## config.mk

```make
export PLATFORM = sky130hd
export DESIGN_NAME = pds_rx_port
export DESIGN_NICKNAME = d
export VERILOG_FILES = /design/src/rtl/pds_rx_port.sv
export SDC_FILE = /design/constraint.sdc
export NUM_CORES = 1
export LEC_CHECK = 0
export CAP_MARGIN = 25
export CORE_ASPECT_RATIO = 0.5
export CORE_UTILIZATION = 45
export DETAILED_ROUTE_END_ITERATION = 16
export PLACE_DENSITY_LB_ADDON = 0.1
export SLEW_MARGIN = 20
export SYNTH_ARGS = -nofsm -noshare
export SYNTH_HDL_FRONTEND = slang
export SYNTH_SLANG_ARGS = --single-unit
```

## constraint.sdc

```tcl
create_clock -name clock -period 3.3 [get_ports clock]
set_input_delay 0.33 -clock clock [delete_from_list [all_inputs] [get_ports clock]]
set_output_delay 0.33 -clock clock [all_outputs]
set_load 0.01 [all_outputs]
```

## src/rtl/pds_rx_port.sv

```systemverilog
// Ingress port: parses header/length/payload/parity packets, buffers good packets
// store-and-forward in a byte FIFO and drops bad ones by rewinding the write pointer.
module pds_rx_port #(
    parameter int unsigned PORTNO  = 0,
    parameter int unsigned DEPTH   = 32,
    parameter int unsigned MAX_LEN = 8
) (
    input  logic        clock,
    input  logic        reset,
    input  logic        in_valid,
    input  logic [7:0]  in_data,
    output logic        in_suspend,
    output logic        out_valid,
    input  logic        out_ready,
    output logic [7:0]  out_data,
    output logic        out_sop,
    output logic        out_eop,
    output logic [3:0]  out_port,
    output logic        err_parity,
    output logic        err_len,
    output logic        err_ovf,
    output logic [15:0] pkt_count
);

    localparam int unsigned PW = $clog2(DEPTH);
    localparam int unsigned CW = $clog2(MAX_LEN + 1);

    typedef enum logic [2:0] {StIdle, StLen, StPayload, StParity, StDiscard} state_e;

    state_e        state_q;
    logic [PW-1:0] rd_ptr_q, wr_ptr_q, commit_ptr_q;
    logic [CW-1:0] cnt_q;
    logic [7:0]    xor_q;
    logic [15:0]   pkt_count_q;
    logic          in_suspend_q, err_parity_q, err_len_q, err_ovf_q;
    logic [9:0]    mem_q [DEPTH];

    logic          full, len_bad, wr_en, rd_fire;
    logic [9:0]    wr_word, head;
    logic [PW-1:0] used;

    // One slot is kept empty so that wr_ptr == rd_ptr always means empty.
    assign full    = (wr_ptr_q + PW'(1)) == rd_ptr_q;
    assign len_bad = (in_data == 8'd0) || (32'(in_data) > MAX_LEN);
    assign used    = wr_ptr_q - rd_ptr_q;

    assign out_valid = rd_ptr_q != commit_ptr_q;
    assign rd_fire   = out_valid && out_ready;
    assign head      = out_valid ? mem_q[rd_ptr_q] : 10'd0;
    assign out_sop   = head[9];
    assign out_eop   = head[8];
    assign out_data  = head[7:0];

    assign out_port   = 4'(PORTNO);
    assign in_suspend = in_suspend_q;
    assign err_parity = err_parity_q;
    assign err_len    = err_len_q;
    assign err_ovf    = err_ovf_q;
    assign pkt_count  = pkt_count_q;

    always_comb begin
        wr_en   = 1'b0;
        wr_word = {2'b00, in_data};
        unique case (state_q)
            StIdle: begin
                wr_en   = in_valid;
                wr_word = {2'b10, in_data};
            end
            StLen:     wr_en = in_valid && !len_bad;
            StPayload: begin
                wr_en   = in_valid;
                wr_word = {1'b0, cnt_q == CW'(1), in_data};
            end
            default: ;
        endcase
    end

    always_ff @(posedge clock) begin
        if (wr_en && !full) begin
            mem_q[wr_ptr_q] <= wr_word;
        end
    end

    always_ff @(posedge clock or negedge reset) begin
        if (!reset) begin
            state_q      <= StIdle;
            rd_ptr_q     <= '0;
            wr_ptr_q     <= '0;
            commit_ptr_q <= '0;
            cnt_q        <= '0;
            xor_q        <= '0;
            pkt_count_q  <= '0;
            in_suspend_q <= 1'b0;
            err_parity_q <= 1'b0;
            err_len_q    <= 1'b0;
            err_ovf_q    <= 1'b0;
        end else begin
            err_parity_q <= 1'b0;
            err_len_q    <= 1'b0;
            err_ovf_q    <= 1'b0;
            in_suspend_q <= (DEPTH - 1 - 32'(used)) < (MAX_LEN + 2);
            if (rd_fire) begin
                rd_ptr_q <= rd_ptr_q + PW'(1);
            end
            unique case (state_q)
                StIdle: begin
                    if (in_valid) begin
                        if (full) begin
                            err_ovf_q <= 1'b1;
                            state_q   <= StDiscard;
                        end else begin
                            wr_ptr_q <= wr_ptr_q + PW'(1);
                            xor_q    <= in_data;
                            state_q  <= StLen;
                        end
                    end
                end
                StLen: begin
                    if (!in_valid) begin
                        wr_ptr_q  <= commit_ptr_q;
                        err_len_q <= 1'b1;
                        state_q   <= StIdle;
                    end else if (len_bad) begin
                        wr_ptr_q  <= commit_ptr_q;
                        err_len_q <= 1'b1;
                        state_q   <= StDiscard;
                    end else if (full) begin
                        wr_ptr_q  <= commit_ptr_q;
                        err_ovf_q <= 1'b1;
                        state_q   <= StDiscard;
                    end else begin
                        wr_ptr_q <= wr_ptr_q + PW'(1);
                        xor_q    <= xor_q ^ in_data;
                        cnt_q    <= in_data[CW-1:0];
                        state_q  <= StPayload;
                    end
                end
                StPayload: begin
                    if (!in_valid) begin
                        wr_ptr_q  <= commit_ptr_q;
                        err_len_q <= 1'b1;
                        state_q   <= StIdle;
                    end else if (full) begin
                        wr_ptr_q  <= commit_ptr_q;
                        err_ovf_q <= 1'b1;
                        state_q   <= StDiscard;
                    end else begin
                        wr_ptr_q <= wr_ptr_q + PW'(1);
                        xor_q    <= xor_q ^ in_data;
                        cnt_q    <= cnt_q - CW'(1);
                        if (cnt_q == CW'(1)) begin
                            state_q <= StParity;
                        end
                    end
                end
                StParity: begin
                    if (!in_valid) begin
                        wr_ptr_q  <= commit_ptr_q;
                        err_len_q <= 1'b1;
                        state_q   <= StIdle;
                    end else begin
                        if (in_data == xor_q) begin
                            commit_ptr_q <= wr_ptr_q;
                            pkt_count_q  <= pkt_count_q + 16'd1;
                        end else begin
                            wr_ptr_q     <= commit_ptr_q;
                            err_parity_q <= 1'b1;
                        end
                        // Returns to idle on the following low cycle; a still-high
                        // in_valid there is treated as garbage and discarded.
                        state_q <= StDiscard;
                    end
                end
                StDiscard: begin
                    wr_ptr_q <= commit_ptr_q;
                    if (!in_valid) begin
                        state_q <= StIdle;
                    end
                end
                default: state_q <= StIdle;
            endcase
        end
    end

endmodule
```

==> summary.txt <==
Clock tree
  • Clk sinks: 370
  • Worst-case clock buffer depth: 3
  • TritonCTS buffer count: 34
  • CTS tree: built
  • Root buf cell: clkbuf_16
  • CTS H-tree lvls: 2
  • Clk slew on worst S/H paths: 0.06 ns
  • Clk Latency, worst-skew pair: 0.52 ns

GRT
  • Vias in the first global route: 8,110
  • Initial antenna violation count: 0
  • First-pass GRT wire length: 54,700 um
  • GRT Resource Usage Total: 21.7%
  • Overflow after GRT: 0
  • Pin count of the biggest net entering global routing: 36

Routing
  • Routed WL: 36,500 um
  • DRC Markers: 0
  • Initial DRC Count: 711
  • WL per Instance: 25.6 um
  • Routed via count: 8,100
  • Pre-antenna DRT Iters: 5
  • Vias per cell: 5.68
  • Post-route ant nets: 0

Layout
  • Fillers: 2,628
  • Most frequent cells in the layout: edfxtp_1, mux4_2, buf_4
  • N_diodes: 0
  • Final net count: 985
  • Layout cells sized above 1: about 30%
  • Most common cell after layout, fill and taps aside: edfxtp_1
  • Area grow syn2layout: 19.3%

Critical path
  • Startpoint Class: register
  • CP Max Fanout: 9
  • Cell Chain, Critical Path: buf_12 > buf_12 > mux4_2 > mux4_2 > mux2i_1 > nor2_1 > dlygate4sd2_1
  • Required time worst endpoint: 2.97 ns
  • WS Path Type: reg2out
  • Critical Path Max Stage Delay: roughly 0.56 ns
  • Crit path DAT: 2.94 ns
  • CP endpoint kind: output pin
  • Crit path buf inv count: 3
  • Top delay family on crit path: multiplexers
  • Worst path slowest cell: mux4_2

Power and ir drop
  • Reg power frac: 38.1%
  • Internal cell power: 10,300 uW
  • Peak supply drop: 0.000341 V
  • Clk pwr share: approximately 28%
  • Static Leak: 0.00631 uW
  • Switching share of power: 30.1%
  • Net switching power: between 4000 and 5000 uW
  • Logic gate share of total power: ~34%
  • Power Density: 803 mW/mm^2
  • Total power: ~15,000 uW

Synthesis
  • Mean Syn Cell Area: between 15 and 20 sq um
  • Netlist cell types: 63
  • FFs w/ async S/R, synth: 13.5%
  • Post-synth top area cell: edfxtp_1
  • Share of Yosys cell area claimed by the top area cell type: 62.7%
  • Number of register bits inferred by synthesis: 370
  • Synth warn: 0
  • Sequential fraction of the synthesis area: between 70 and 80%
  • Number of synthesized flops with an enable pin: 320
  • Mapped cell area: 0.0153 sq mm
  • Most used DFF post-synth: edfxtp_1
  • Cell count after synthesis: 811
  • Dominant cells by area after synthesis: edfxtp_1, mux4_2, dfrtp_1

STA
  • Worst hold slack: 0.302 ns
  • Hold Fails Final Rpt: 0
  • Setup TNS: 0 ns
  • # setup viols final: 0
  • Worst slew margin: about 54%
  • Fmax: 306 MHz
  • Setup ws final: around 0.030 ns
  • RSZ-0062 raised after global routing: yes
  • Min cycle time layout: 3.27 ns
  • Worst Max-Slew Pin Slew: approximately 0.70 ns
  • Final Slew Violations: 0
  • Crit share post-route: 99.1%
  • Layout Skew: ~0.013 ns

Floorplan
  • Die area: 0.0348 sq mm
  • Core area: 0.0333 sq mm
  • Die height: 132 um
  • Chip width: 263 um
  • IO Pins: 47
  • Initial Util: 46.0%
  • Rows: 47

Flow run
  • Max-cap viol count: 0

Status
  • Status: complete, no violations

Placed design
  • Detailed-placement wirelength estimate: between 20,000 and 25,000 um
  • Post-Place Setup Slack: -0.0532 ns
  • IO buf count: 42
  • Routability cong.: 0.816

Hold path
  • Worst Hold Class: in2async
## metal layers
layer  share of wire (%)  vias up  global-route usage (%)
li1                    -     3539                       -
met1                  49     4277                    34.7
met5                   0        -                       0
met4                 1.3        0                    4.06
met3                 7.4       44                    5.03
met2                  43      240                    30.6
## cells in the mapped netlist, types with 6 or more instances
master and number:
a21oi_1 9, and3_1 6, buf_1 8, buf_2 13
buf_4 10, clkbuf_1 10, dfrtp_1 50, edfxtp_1 320
ha_1 12, inv_1 21, mux2_2 7, mux2i_1 12
mux4_2 100, nand2_1 19, nand3_1 14, nand4_1 9
nor2_1 58, nor3_1 16, o21ai_0 13, o32ai_1 8
xnor2_1 28, xor2_1 11
## metrics by stage
stage / cell area, sq um / cells / utilization (%)
2_1_floorplan: 15300 / 814 / -
3_3_place_gp: 16900 / 1346 / 50.7
3_5_place_dp: 16900 / 1346 / 50.7
4_1_cts: 18200 / 1419 / 54.8
5_1_grt: 18300 / 1425 / 54.9
6_report: 18300 / 1425 / 54.9
## registers in the layout, summed over array words and instances (netlist names), 3 cells and up
register and cells:
mem_q 320, pkt_count 16, commit_ptr_q 5, cnt_q 4
xor_q 8, rd_ptr_q 5, wr_ptr_q 5, state_q 3
## power by group through the flow
stage               Clock (uW)  Sequential [uW]  Combinational, uW
floorplan                    0             5590               2990
CTS                       4200             5600               4960
global placement             0             5760               4570
finish                    4120             5600               4960
global route              4380             5630               5280
detailed placement           0             5760               4610
## final cells by class
type	count	area [sq um]	area share, %
multi-input cells	380	4200	23.0
repair buffers	153	1430	7.82
well taps	441	552	3.02
inverters	21	78.8	0.431
flip-flops and latches	370	10900	59.5
clock inverters	19	251	1.38
clock buffers	41	898	4.92
## repair_timing
item,CTS,global route
setup endpoints to repair,10,7
resized for setup,32,6
hold buffers,1,0
buffers inserted,9,6
hold endpoints to repair,18,0
gates cloned,3,0
## final timing paths
check	cells past startpoint	startpoint	to	slack, ns
worst min-delay path	2	reset	cnt_q[2]$_DFFE_PN0P_	0.30
min in group clock	1	pkt_count[15]$_DFFE_PN0P_	pkt_count[15]$_DFFE_PN0P_	0.47
worst max register to register	8	wr_ptr_q[4]$_DFFE_PN0P_	mem_q[22][1]$_DFFE_PP_	0.56
worst min register to register	1	pkt_count[15]$_DFFE_PN0P_	pkt_count[15]$_DFFE_PN0P_	0.47
worst max-delay path	7	rd_ptr_q[0]$_DFFE_PN0P_	out_data[2]	0.03
max in group asynchronous	3	reset	state_q[0]$_DFFE_PN0P_	2.21
## kinds of logic (layout without fill, tap and decap cells)
| logic type | count (synthesis) | count (layout) | share of synthesized area [%] |
|---|---|---|---|
| AOI/OAI and AO/OA | 55 | 55 | 2.85 |
| xor gates and xnor gates | 39 | 39 | 2.23 |
| adders and majority gates | 13 | 13 | 1.11 |
| buffers and inverters | 64 | 234 | 1.94 |
| DFF | 370 | 370 | 70.9 |
| muxes | 120 | 120 | 16.1 |
| other | 1 | 4 | 0.0245 |
| and+or+nand+nor | 149 | 149 | 4.89 |
No activity file was read; power rests on OpenSTA's default activity.
==> patch 1, RTL diff (config.mk and constraints unchanged) <==
`MAX_LEN`: 8 -> 16.
--- a/src/rtl/pds_rx_port.sv
+++ b/src/rtl/pds_rx_port.sv
@@ -5,3 +5,3 @@
     parameter int unsigned DEPTH   = 32,
-    parameter int unsigned MAX_LEN = 8
+    parameter int unsigned MAX_LEN = 16
 ) (
Function: changed (Yosys sat finds a counterexample within 4 cycles, from zero or initial values and one cycle with reset low).
==> patch 1 against the original RTL <==
- power grew 2.3%
- clock power is 1% higher
- count of clock-buffer cells in the layout is 5 higher
- clock skew shrank 0.0028 ns
- sequential cell count rose by 1
- die area down 0.17%
- combinational power increased by 4.4%
- wire length grew 0.77%
- maximum frequency increased by 1.3%
- synthesized cell count is 0.99% higher
- design area is 0.29% higher
- synthesized area decreased by 0.17%
- global-route usage down 0.18 points
- setup slack better by 0.041 ns
==> patch 1: results <==
{
  "maxPowerGroup": "sequential cells",
  "worst_hold_path_type": "in -> async",
  "synth_area_leaders": "edfxtp_1, mux4_2, dfrtp_1",
  "final_layout_size_suffix_gt1_frac": 0.298,
  "xor_xnor_share_of_the_synthesized_area": 0.0256,
  "drt_first_iter_violations": 806,
  "leakagePower_uw": 0.00649,
  "slew_hr": 0.467,
  "max_stage_delay_ns": 0.54,
  "grt_pass1_vias": 8220,
  "io_buffers": 42,
  "pin_count_of_the_biggest_net_entering_global_routing": 36,
  "synth_compound_gate_area_share": 0.0185,
  "routed-via-count": 8134,
  "detailroute.wirelength.met2_um": 16900,
  "via_to_cell_ratio": 5.64,
  "worst-path-max-fanout": 15,
  "post_synth_fa_ha_maj_area_fraction": 0.0111,
  "global_route.usage.met2": 0.335,
  "power.combinational.total_uw": 5180,
  "async_reset_ff_frac": 0.137,
  "wirelength_met1_um": 16800,
  "post_synth.cell_area_avg_um2": 18.7,
  "place.detailed.instances": 1344,
  "antenna_violations_before_repair": 0,
  "global_route.usage.met3": 0.0402,
  "slew_viol_final": 0,
  "synth_commonest_cells": "edfxtp_1, mux4_2, nor2_1",
  "gp_routability_congestion": 0.785,
  "global_route.usage.met1": 0.319,
  "worstPathArrival_ns": 2.90,
  "num-nets-final": 1000,
  "place_hpwl_um": 23800,
  "muxShareOfSynthArea": 0.168,
  "grt_usage": 0.216,
  "grt_pass1_wl_um": 54300,
  "power.share.clock": 0.277,
  "largest_reg_flops": 320,
  "drt_wl_total_um": 36700,
  "p_sw_frac": 0.301,
  "power.ir.vdd_worst_mv": 0.488,
  "cts_buf_count": 36,
  "yosysSeqAreaShare": 0.712,
  "met3_wirelength_um": 2420,
  "synthDistinctLibCells": 48,
  "result_of_the_run": "completed",
  "skew_ns": 0.00996
}
==> patch 1: worst max-delay path: cells and delay by family (launching register included) <==
kind,cells,cell delay [ns]
buffers and inverters,4,0.60
muxes,3,1.22
DFF,1,0.49
and+or+nand+nor,1,0.06
==> patch 1: path summary, 6_finish.rpt <==
check | depth (start not counted) | slack [ns] | startpoint | end
hold reg to reg | 1 | 0.48 | pkt_count[15] | pkt_count[15]
setup / recovery | 8 | 0.07 | rd_ptr_q[0] | out_data[2]
setup reg to reg | 10 | 0.31 | rd_ptr_q[0] | mem_q[18][8]
max in group asynchronous | 3 | 2.07 | reset | rd_ptr_q[0]
hold / removal | 2 | 0.43 | reset | xor_q[2]
min in group clock | 1 | 0.48 | pkt_count[15] | pkt_count[15]
==> patch 1: stage by stage <==
| step | total power, uW | cell area [um2] | setup TNS [ns] | setup WS (ns) |
|---|---|---|---|---|
| 2_1_floorplan | 8670 | 15300 | 0 | 0.474 |
| 3_3_place_gp | 10600 | 16800 | 0 | 0.165 |
| 3_5_place_dp | 10600 | 16800 | 0 | 0.166 |
| 4_1_cts | 15000 | 18200 | -0.169 | -0.169 |
| 5_1_grt | 15700 | 18300 | -0.00406 | -0.00406 |
| 6_report | 15000 | 18300 | 0 | 0.0708 |
==> patch 1: layout make-up <==
class                      count  area (um2)
multi-input combinational    395        4220
clock inverter                18         201
sequential                   371       10900
fill                        2562       15000
tap                          441         552
timing repair buffer         157        1440
inverter                      14        52.6
clock buffer                  46         980
==> patch 1: repair_timing <==
item,CTS,global route
buffers inserted,15,17
hold endpoints to repair,33,0
gates resized for setup,40,11
gates cloned,0,1
hold buffers,1,0
setup endpoints to repair,11,8
==> patch 2, RTL diff (same flow settings) <==
Made on the original files. Make the reset (`reset`) synchronous in one clocked block.
--- a/src/rtl/pds_rx_port.sv
+++ b/src/rtl/pds_rx_port.sv
@@ -83,3 +83,3 @@
 
-    always_ff @(posedge clock or negedge reset) begin
+    always_ff @(posedge clock) begin
         if (!reset) begin
Behaviour: differs if reset is asserted again (counterexample within 4 cycles, from zero or initial values and one cycle with reset low); with reset held inactive, the same outputs for 4 cycles.
==> patch 2 against the original RTL <==
- via count increased by 7.6%
- register-to-register slack got worse by 0.30 ns
- count of clock-buffer cells in the layout decreased by 1
- design area increased by 0.97%
- sequential cell count increased by 5
- global-route usage increased by 0.82 points
- setup slack improved by 0.050 ns
- synthesized area increased by 1.7%
- sequential share of layout area decreased by 1.4 points
- clock skew increased by 0.0035 ns
- wire length increased by 5.9%
- critical endpoint is now out_data[4]
Power is not compared: it rests on default switching activity, and its combinational part moved more than twofold at a synthesized area within 25%.
==> patch 2: results <==
{
  "synthDistinctLibCells": 66,
  "cts.path.max_buffers": 3,
  "async_reset_ff_frac": 0,
  "cts_root_buffer": "clkbuf_16",
  "synthesis.yosys.warnings": 0,
  "synth_area_leaders": "edfxtp_1, mux4_2, dfxtp_1",
  "global_route.usage.met3": 0.0575,
  "muxShareOfSynthArea": 0.153,
  "xor_xnor_share_of_the_synthesized_area": 0.0247,
  "worstPathArrival_ns": 2.89,
  "drt_first_iter_violations": 972,
  "grt_usage": 0.226,
  "largest_reg_flops": 320,
  "grt_pass1_vias": 8528,
  "dp_worst_setup_slack_ns": -0.0805,
  "post_synth_fa_ha_maj_area_fraction": 0.0109,
  "pin_count_of_the_biggest_net_entering_global_routing": 40,
  "wirelength_met1_um": 17700,
  "detail_route.first_pass.iterations": 5,
  "skew_ns": 0.0162,
  "synth_commonest_cells": "edfxtp_1, mux4_2, nor2_1",
  "yosysSeqAreaShare": 0.687,
  "grt_pass1_wl_um": 57400,
  "place_hpwl_um": 24800,
  "met3_wirelength_um": 3420,
  "gp_routability_congestion": 0.822,
  "worst_path_max_delay_cell": "mux4_2",
  "synth_compound_gate_area_share": 0.0408,
  "largest_register": "mem_q",
  "worst-path-max-fanout": 7,
  "top_layer_used": "met4",
  "route.detailed.wl_per_inst_um": 25.4,
  "result_of_the_run": "completed",
  "fillCellCount": 2619,
  "io_buffers": 42,
  "num-nets-final": 1058,
  "max_stage_delay_ns": 0.56,
  "global_route.usage.met1": 0.344,
  "routed-via-count": 8714,
  "global_route.usage.met2": 0.325,
  "clock_latency_ns": 0.53,
  "detailroute.wirelength.met2_um": 16800,
  "slew_hr": 0.494,
  "worst_hold_path_type": "reg -> reg",
  "final_layout_size_suffix_gt1_frac": 0.254
}
-- patch 2: cell count changes after synthesis, sizes merged, moves of 11 or more --
cell	before	now
dfxtp	0	55
dfrtp	50	0
nor2	58	95
o211ai	2	13
clkbuf	12	31
a21oi	9	24
nand2	21	53
-- patch 2: repair_timing --
action / in CTS / in global routing
gates resized for setup: 28 / 3
buffers inserted: 13 / 1
cloned: 5 / 0
setup endpoints to repair: 10 / 8
-- patch 2: area by class of cell --
type	count	area share
Clock buffer	40	0.0485
Clock inverter	19	0.0132
Inverter	17	0.00346
Multi-Input combinational cell	474	0.250
Sequential cell	375	0.581
Tap cell	465	0.0315
Timing Repair Buffer	131	0.0723
-- patch 2: cell families after synthesis --
kind of cell	Yosys count
flops	375
simple gates	213
mux	114
compound gates	86
buf+inv	70
xor+xnor	44
fa+ha+maj	13
other cells	1
-- patch 2: path summary, 6_finish.rpt --
kind                         from         endpoint  slack [ns]  depth (start not counted)
setup / recovery         register      out_data[4]        0.08                          8
hold / removal    commit_ptr_q[2]  commit_ptr_q[2]        0.51                          2
setup reg to reg      wr_ptr_q[1]     mem_q[24][7]        0.26                          8
hold reg to reg   commit_ptr_q[2]  commit_ptr_q[2]        0.51                          2
-- patch 2: per-stage QoR --
stage / hold WS (ns) / cells / utilization / cell area [um2] / total power, uW
2_1_floorplan: 0.429 / 919 / - / 15600 / 6770
3_3_place_gp: 0.487 / 1447 / 0.508 / 17100 / 7440
3_5_place_dp: 0.494 / 1447 / 0.508 / 17100 / 7480
4_1_cts: 0.507 / 1524 / 0.552 / 18500 / 11600
5_1_grt: 0.529 / 1521 / 0.550 / 18500 / 11900
6_report: 0.507 / 1521 / 0.550 / 18500 / 11500
-- patch 2: where the power goes --
part	switching, uW	internal [uW]	total (uW)
logic	1100	655	1750
registers	189	5460	5650
clock network	1730	2410	4140
